===== src/rtl/fifo_wr_arbiter_if.sv =====
// Handshake bundle between the write requesters, the FIFO write port and fifo_wr_arbiter.
// The arbiter takes the slave modport; the requester/FIFO side takes master.
interface fifo_wr_arbiter_if #(
  parameter int NREQ       = 4,
  parameter int DATA_WIDTH = 16
);
  logic [NREQ-1:0]            req;
  logic [NREQ*DATA_WIDTH-1:0] req_data;
  logic [NREQ-1:0]            ack;
  logic [NREQ-1:0]            nack;
  logic                       fifo_wr_en;
  logic [DATA_WIDTH-1:0]      fifo_data_in;
  logic                       fifo_full;
  logic                       fifo_wr_ack;
  logic                       fifo_overflow;
  logic [7:0]                 drop_cnt;

  modport master (
    output req, req_data, fifo_full, fifo_wr_ack, fifo_overflow,
    input  ack, nack, fifo_wr_en, fifo_data_in, drop_cnt
  );

  modport slave (
    input  req, req_data, fifo_full, fifo_wr_ack, fifo_overflow,
    output ack, nack, fifo_wr_en, fifo_data_in, drop_cnt
  );
endinterface


===== src/rtl/fifo_wr_arbiter.sv =====
// Round-robin arbiter funnelling NREQ write requesters into one FIFO write port,
// with overflow retry, ack timeout (nack) and a saturating drop counter.
module fifo_wr_arbiter #(
  parameter int NREQ        = 4,
  parameter int DATA_WIDTH  = 16,
  parameter int ACK_TIMEOUT = 4
) (
  input  logic               clk,
  input  logic               rst,
  fifo_wr_arbiter_if.slave   bus
);
  // states: IDLE arbitrate | ISSUE one-cycle wr_en | WAIT_ACK await ack/ovf/timeout | HOLD wait !full, retry same word
  localparam int IDX_W = $clog2(NREQ);
  localparam int TMR_W = $clog2(ACK_TIMEOUT) + 1;

  typedef enum logic [1:0] {IDLE, ISSUE, WAIT_ACK, HOLD} state_t;

  state_t                r_state;
  logic [IDX_W-1:0]      r_win;
  logic [IDX_W-1:0]      r_last;
  logic [DATA_WIDTH-1:0] r_data;
  logic [TMR_W-1:0]      r_tmr;
  logic [NREQ-1:0]       r_ack;
  logic [NREQ-1:0]       r_nack;
  logic                  r_wr_en;
  logic [7:0]            r_drop;

  logic [IDX_W-1:0]      w_pick;
  logic [DATA_WIDTH-1:0] w_word;

  // Scan from farthest to nearest so the last hit is the first requester after r_last.
  always_comb begin
    int idx;
    idx    = 0;
    w_pick = r_last;
    for (int k = NREQ; k >= 1; k--) begin
      idx = (int'(r_last) + k) % NREQ;
      if (bus.req[IDX_W'(idx)]) w_pick = IDX_W'(idx);
    end
  end

  always_comb begin
    w_word = '0;
    for (int i = 0; i < NREQ; i++) begin
      if (w_pick == IDX_W'(i)) w_word = bus.req_data[i*DATA_WIDTH +: DATA_WIDTH];
    end
  end

  always_ff @(posedge clk or posedge rst) begin
    if (rst) begin
      r_state <= IDLE;
      r_win   <= '0;
      r_last  <= IDX_W'(NREQ - 1);
      r_data  <= '0;
      r_tmr   <= '0;
      r_ack   <= '0;
      r_nack  <= '0;
      r_wr_en <= 1'b0;
      r_drop  <= '0;
    end else begin
      r_ack   <= '0;
      r_nack  <= '0;
      r_wr_en <= 1'b0;
      case (r_state)
        IDLE: begin
          if (|bus.req && !bus.fifo_full) begin
            r_win   <= w_pick;
            r_data  <= w_word;
            r_wr_en <= 1'b1;
            r_state <= ISSUE;
          end
        end
        ISSUE: begin
          r_tmr   <= TMR_W'(ACK_TIMEOUT - 1);
          r_state <= WAIT_ACK;
        end
        WAIT_ACK: begin
          if (bus.fifo_wr_ack) begin
            r_ack   <= NREQ'(1) << r_win;
            r_last  <= r_win;
            r_state <= IDLE;
          end else if (bus.fifo_overflow) begin
            r_state <= HOLD;
          end else if (r_tmr == '0) begin
            r_nack  <= NREQ'(1) << r_win;
            r_last  <= r_win;
            if (r_drop != 8'hFF) r_drop <= r_drop + 8'd1;
            r_state <= IDLE;
          end else begin
            r_tmr <= r_tmr - 1'b1;
          end
        end
        HOLD: begin
          if (!bus.fifo_full) begin
            r_wr_en <= 1'b1;
            r_state <= ISSUE;
          end
        end
        default: r_state <= IDLE;
      endcase
    end
  end

  assign bus.ack          = r_ack;
  assign bus.nack         = r_nack;
  assign bus.fifo_wr_en   = r_wr_en;
  assign bus.fifo_data_in = r_data;
  assign bus.drop_cnt     = r_drop;
endmodule


===== src/flat_wrapper.sv =====
// flat-port wrapper written by rule: the top's interface ports become plain ports
module fifo_wr_arbiter_flat 
#(
  parameter int NREQ        = 4,
  parameter int DATA_WIDTH  = 16,
  parameter int ACK_TIMEOUT = 4
)
  (clk, rst, bus_req, bus_req_data, bus_fifo_full, bus_fifo_wr_ack, bus_fifo_overflow, bus_ack, bus_nack, bus_fifo_wr_en, bus_fifo_data_in, bus_drop_cnt);
  fifo_wr_arbiter_if #(.NREQ(NREQ), .DATA_WIDTH(DATA_WIDTH)) bus_i ();
  input  logic clk;
  input  logic rst;
  input wire logic [$bits(bus_i.req)-1:0] bus_req;
  input wire logic [$bits(bus_i.req_data)-1:0] bus_req_data;
  input wire logic [$bits(bus_i.fifo_full)-1:0] bus_fifo_full;
  input wire logic [$bits(bus_i.fifo_wr_ack)-1:0] bus_fifo_wr_ack;
  input wire logic [$bits(bus_i.fifo_overflow)-1:0] bus_fifo_overflow;
  output wire logic [$bits(bus_i.ack)-1:0] bus_ack;
  output wire logic [$bits(bus_i.nack)-1:0] bus_nack;
  output wire logic [$bits(bus_i.fifo_wr_en)-1:0] bus_fifo_wr_en;
  output wire logic [$bits(bus_i.fifo_data_in)-1:0] bus_fifo_data_in;
  output wire logic [$bits(bus_i.drop_cnt)-1:0] bus_drop_cnt;
  assign bus_i.req = bus_req;
  assign bus_i.req_data = bus_req_data;
  assign bus_i.fifo_full = bus_fifo_full;
  assign bus_i.fifo_wr_ack = bus_fifo_wr_ack;
  assign bus_i.fifo_overflow = bus_fifo_overflow;
  assign bus_ack = bus_i.ack;
  assign bus_nack = bus_i.nack;
  assign bus_fifo_wr_en = bus_i.fifo_wr_en;
  assign bus_fifo_data_in = bus_i.fifo_data_in;
  assign bus_drop_cnt = bus_i.drop_cnt;
  fifo_wr_arbiter #(.NREQ(NREQ), .DATA_WIDTH(DATA_WIDTH), .ACK_TIMEOUT(ACK_TIMEOUT)) u_core (.clk(clk), .rst(rst), .bus(bus_i));
endmodule

===== config.mk =====
export PLATFORM = sky130hd
export DESIGN_NAME = fifo_wr_arbiter_flat
export DESIGN_NICKNAME = d
export VERILOG_FILES = /design/src/rtl/fifo_wr_arbiter_if.sv /design/src/rtl/fifo_wr_arbiter.sv /design/src/flat_wrapper.sv
export SDC_FILE = /design/constraint.sdc
export NUM_CORES = 1
export LEC_CHECK = 0
export ABC_AREA = 1
export ABC_CLOCK_PERIOD_IN_PS = 2200
export CAP_MARGIN = 20
export CORE_ASPECT_RATIO = 0.75
export CORE_UTILIZATION = 44
export CTS_BUF_LIST = sky130_fd_sc_hd__clkbuf_4 sky130_fd_sc_hd__clkbuf_8
export DETAILED_ROUTE_END_ITERATION = 8
export PLACE_DENSITY = 0.89
export RECOVER_POWER = 50
export SYNTH_ARGS = -nofsm -noshare
export SYNTH_HDL_FRONTEND = slang
export SYNTH_SLANG_ARGS = --single-unit

===== constraint.sdc =====
create_clock -name clk -period 2.2 [get_ports clk]
set_input_delay 0.33 -clock clk [delete_from_list [all_inputs] [get_ports clk]]
set_output_delay 0.33 -clock clk [all_outputs]
set_load 0.01 [all_outputs]

==> reports/metrics.yaml <==
outcome:
  outcome: "finished clean"
sta:
  tns_ns: 0
  setup_slack_ns: 0.117
  fin_skew_ns: 0.00806
  tightest_slew_ns: 0.904
  setup-violations-final: 0
  hold_viol: 0
  fmax_ghz: 0.480
  maxSlewViolCount: 0
  max_slew_margin_pct: 39.7
  period_minus_slack_ns: 2.08
  min_period_over_period_pct: 94.7
floorplanning:
  rows: 23
  die_h_um: 68.0
  floorplan.initialDensity_pct: 46.7
  die_width_um: 89.9
  die_area_sq_um: 6110
  ioPinCount: 106
  core_area_sq_um: 5470
routing:
  drt-total-wl_um: 7020
  via_per_inst: 5.00
  routed-via-count: 2639
  drtIter0Drc: 119
  drc_errors: 0
  ant_nets: 0
  wl_per_cell_um: 13.3
  firstDrtPassIters: 4
worst_setup_path:
  crit_buf_inv: 3
  cpMaxStageDelayCell: "dfstp_2"
  crit_required_ns: 2.39
  startpoint_type: "flip-flop"
  cp_cell_sequence: "clkbuf_2 -> nand2_1 -> nand2_1 -> nand2_1 -> nand2_1 -> inv_2 -> nand2_2 -> nand2_4 -> nand2_8 -> buf_12 -> nand2_1 -> nand3_1 -> nand2_1 -> nand2_1 -> nand2_1"
  critPathKind: "flip-flop to flip-flop"
  end_kind: "flip-flop"
  max_stage_delay_ns: 0.59
  critPathMostFrequentCell: "nand2_1"
  cp_data_arrival_time_ns: 2.27
  crit_fanout: 27
  crit_family: "simple AND/OR/NAND/NOR gates"
  r2r_slack_ns: 0.12
cts:
  path_clk_slew_ns: 0.09
  tritoncts: "done"
  htree_levels: 2
  cts_buffer_depth: 2
  holdBufCountCts: 0
  cts.sinks: 42
  cts_buffers: 5
  root_buffer: "clkbuf_8"
  clkLatencyLatePin_ns: 0.30
placed_design:
  dp_slack_ns: 0.00115
  post-dp-hpwl_um: 5240
  dp_cells: 517
  gp_congestion: 0.859
  io_buffers: 105
yosys:
  yosysTopAreaCell: "dfrtp_1"
  netlist_instances: 343
  seq_area_frac_synth_pct: 41.3
  syn_area_per_cell_sq_um: 7.44
  ys_warn_count: 0
  yosys.cell_types.count: 34
  ys.flop_type: "dfrtp_1"
  postSynth.asyncResetShare_pct: 100
  syn_nets: 423
  netlist_top_cells_area: "dfrtp_1, nand2_1, nand3_1"
  synth-seq-cells: 42
  synth_top_area_share_pct: 39.2
  synth_edf_count: 0
  synth.most_common_cell: "nand2_1"
  synthTopCellsByCount: "nand2_1, inv_1, dfrtp_1"
  netlist_area_sq_um: 2550
pwr:
  p_leak_nw: 1.91
  power_switching_mw: 2.34
  seqPwrFrac_pct: 23.5
  pwr-share-clk_pct: 12.7
  irDropWorstVdd_uv: 886
  p_total_mw: 4.90
  comb_power_share_pct: 63.8
  p_int_mw: 2.56
  swShare_pct: 47.7
  power.density_nw_per_um2: 1290
global_routing:
  antenna_found_initial: 0
  grt_overflow: 0
  grt_pass1_wl_um: 11400
  grt_util_all_layers_pct: 23.6
  grt_pass1_vias: 2398
  grt_max_degree: 28
hold_path:
  hold_class: "primary input to asynchronous set/reset pin"
final_layout:
  diodes: 0
  synthToLayoutAreaGrowth_pct: 48.9
  drive_gt1_share_pct: 8.39
  nNetsFinal: 532
  postLayoutCoreUtil_pct: 69.5
  final_cell_count_no_fill: 528
job:
  cap_viol_max_count: 0
[layer usage]
metal | part of all wire [%] | track usage, % | up-vias
met1 | 44 | 31.6 | 1232
met5 | 0 | 0 | -
met3 | 6.1 | 5.56 | 10
met4 | 1.0 | 5.44 | 0
li1 | - | - | 1306
met2 | 49 | 39.4 | 91
[final timing paths]
path / to / from / depth (start not counted)
setup / recovery: u_core.bus.fifo_data_in[2]$_DFFE_PP0P_ / u_core.r_last[0]$_DFFE_PP1P_ / 15
hold / removal: u_core.bus.fifo_data_in[3]$_DFFE_PP0P_ / rst / 2
setup reg to reg: u_core.bus.fifo_data_in[2]$_DFFE_PP0P_ / u_core.r_last[0]$_DFFE_PP1P_ / 15
hold reg to reg: u_core.bus.fifo_data_in[10]$_DFFE_PP0P_ / u_core.bus.fifo_data_in[10]$_DFFE_PP0P_ / 2
max in group asynchronous: u_core.r_tmr[0]$_DFFE_PP0P_ / rst / 3
min in group clk: u_core.bus.fifo_data_in[10]$_DFFE_PP0P_ / u_core.bus.fifo_data_in[10]$_DFFE_PP0P_ / 2
[sequential cells by signal, summed over array words and instances, names as in the netlist]
signal,cells
u_core.bus.fifo_data_in,16
u_core.bus.drop_cnt,8
u_core.bus.ack,4
u_core.bus.nack,4
u_core.r_tmr,3
u_core.r_last,2
u_core.r_state,2
u_core.r_win,2
u_core.bus.fifo_wr_en,1
[final cells by class]
class,count,area [sq um]
fill,428,1670
multi-input combinational,242,1230
timing repair buffer,114,1120
sequential,42,1050
inverter,47,184
tap,75,93.8
clock buffer,5,68.8
clock inverter,3,45.0
[cells in the final DEF, fill, tap and decap left out, drive strengths merged, types with 3 or more instances in the layout]
master         Yosys  layout
a21oi              4       4
buf                9       6
clkbuf             3       8
clkdlybuf4s50      0      98
dfrtp             40      40
dlygate4sd3        0       7
ha                 7       7
inv               46      45
nand2            122     122
nand3             36      36
nand4              6       6
nor2              16      16
o21ai             38      38
xnor2              3       3
xor2               4       4
[per-stage QoR]
step	area (sq um)	hold WS [ns]
6_report	3800	0.426
5_1_grt	3800	0.464
4_1_cts	3780	0.299
3_5_place_dp	3660	0.464
3_3_place_gp	3660	0.462
2_1_floorplan	2550	0.453
[cells by family (layout without fill, tap and decap cells)]
group	after synthesis	count (layout)	share of synthesized area, %
AOI/OAI and AO/OA	44	44	9.02
adders and majority gates	7	7	3.43
and+or+nand+nor	184	184	33.0
DFF	42	42	41.3
xor gates and xnor gates	7	7	2.40
buffers and inverters	59	169	10.8
[power groups by stage]
stage / sequential, mW / clock [mW] / combinational, mW
floorplan: 1.19 / 0 / 2.22
global placement: 1.17 / 0 / 2.89
detailed placement: 1.18 / 0 / 3.00
CTS: 1.17 / 0.634 / 3.03
global route: 1.18 / 0.678 / 3.51
finish: 1.15 / 0.623 / 3.12
[timing repair]
action                     in CTS  in global routing
gates resized for setup         0                  8
setup endpoints to repair       0                 17
buffers inserted                0                  3
Note: power is estimated with default switching activity, not from simulation.
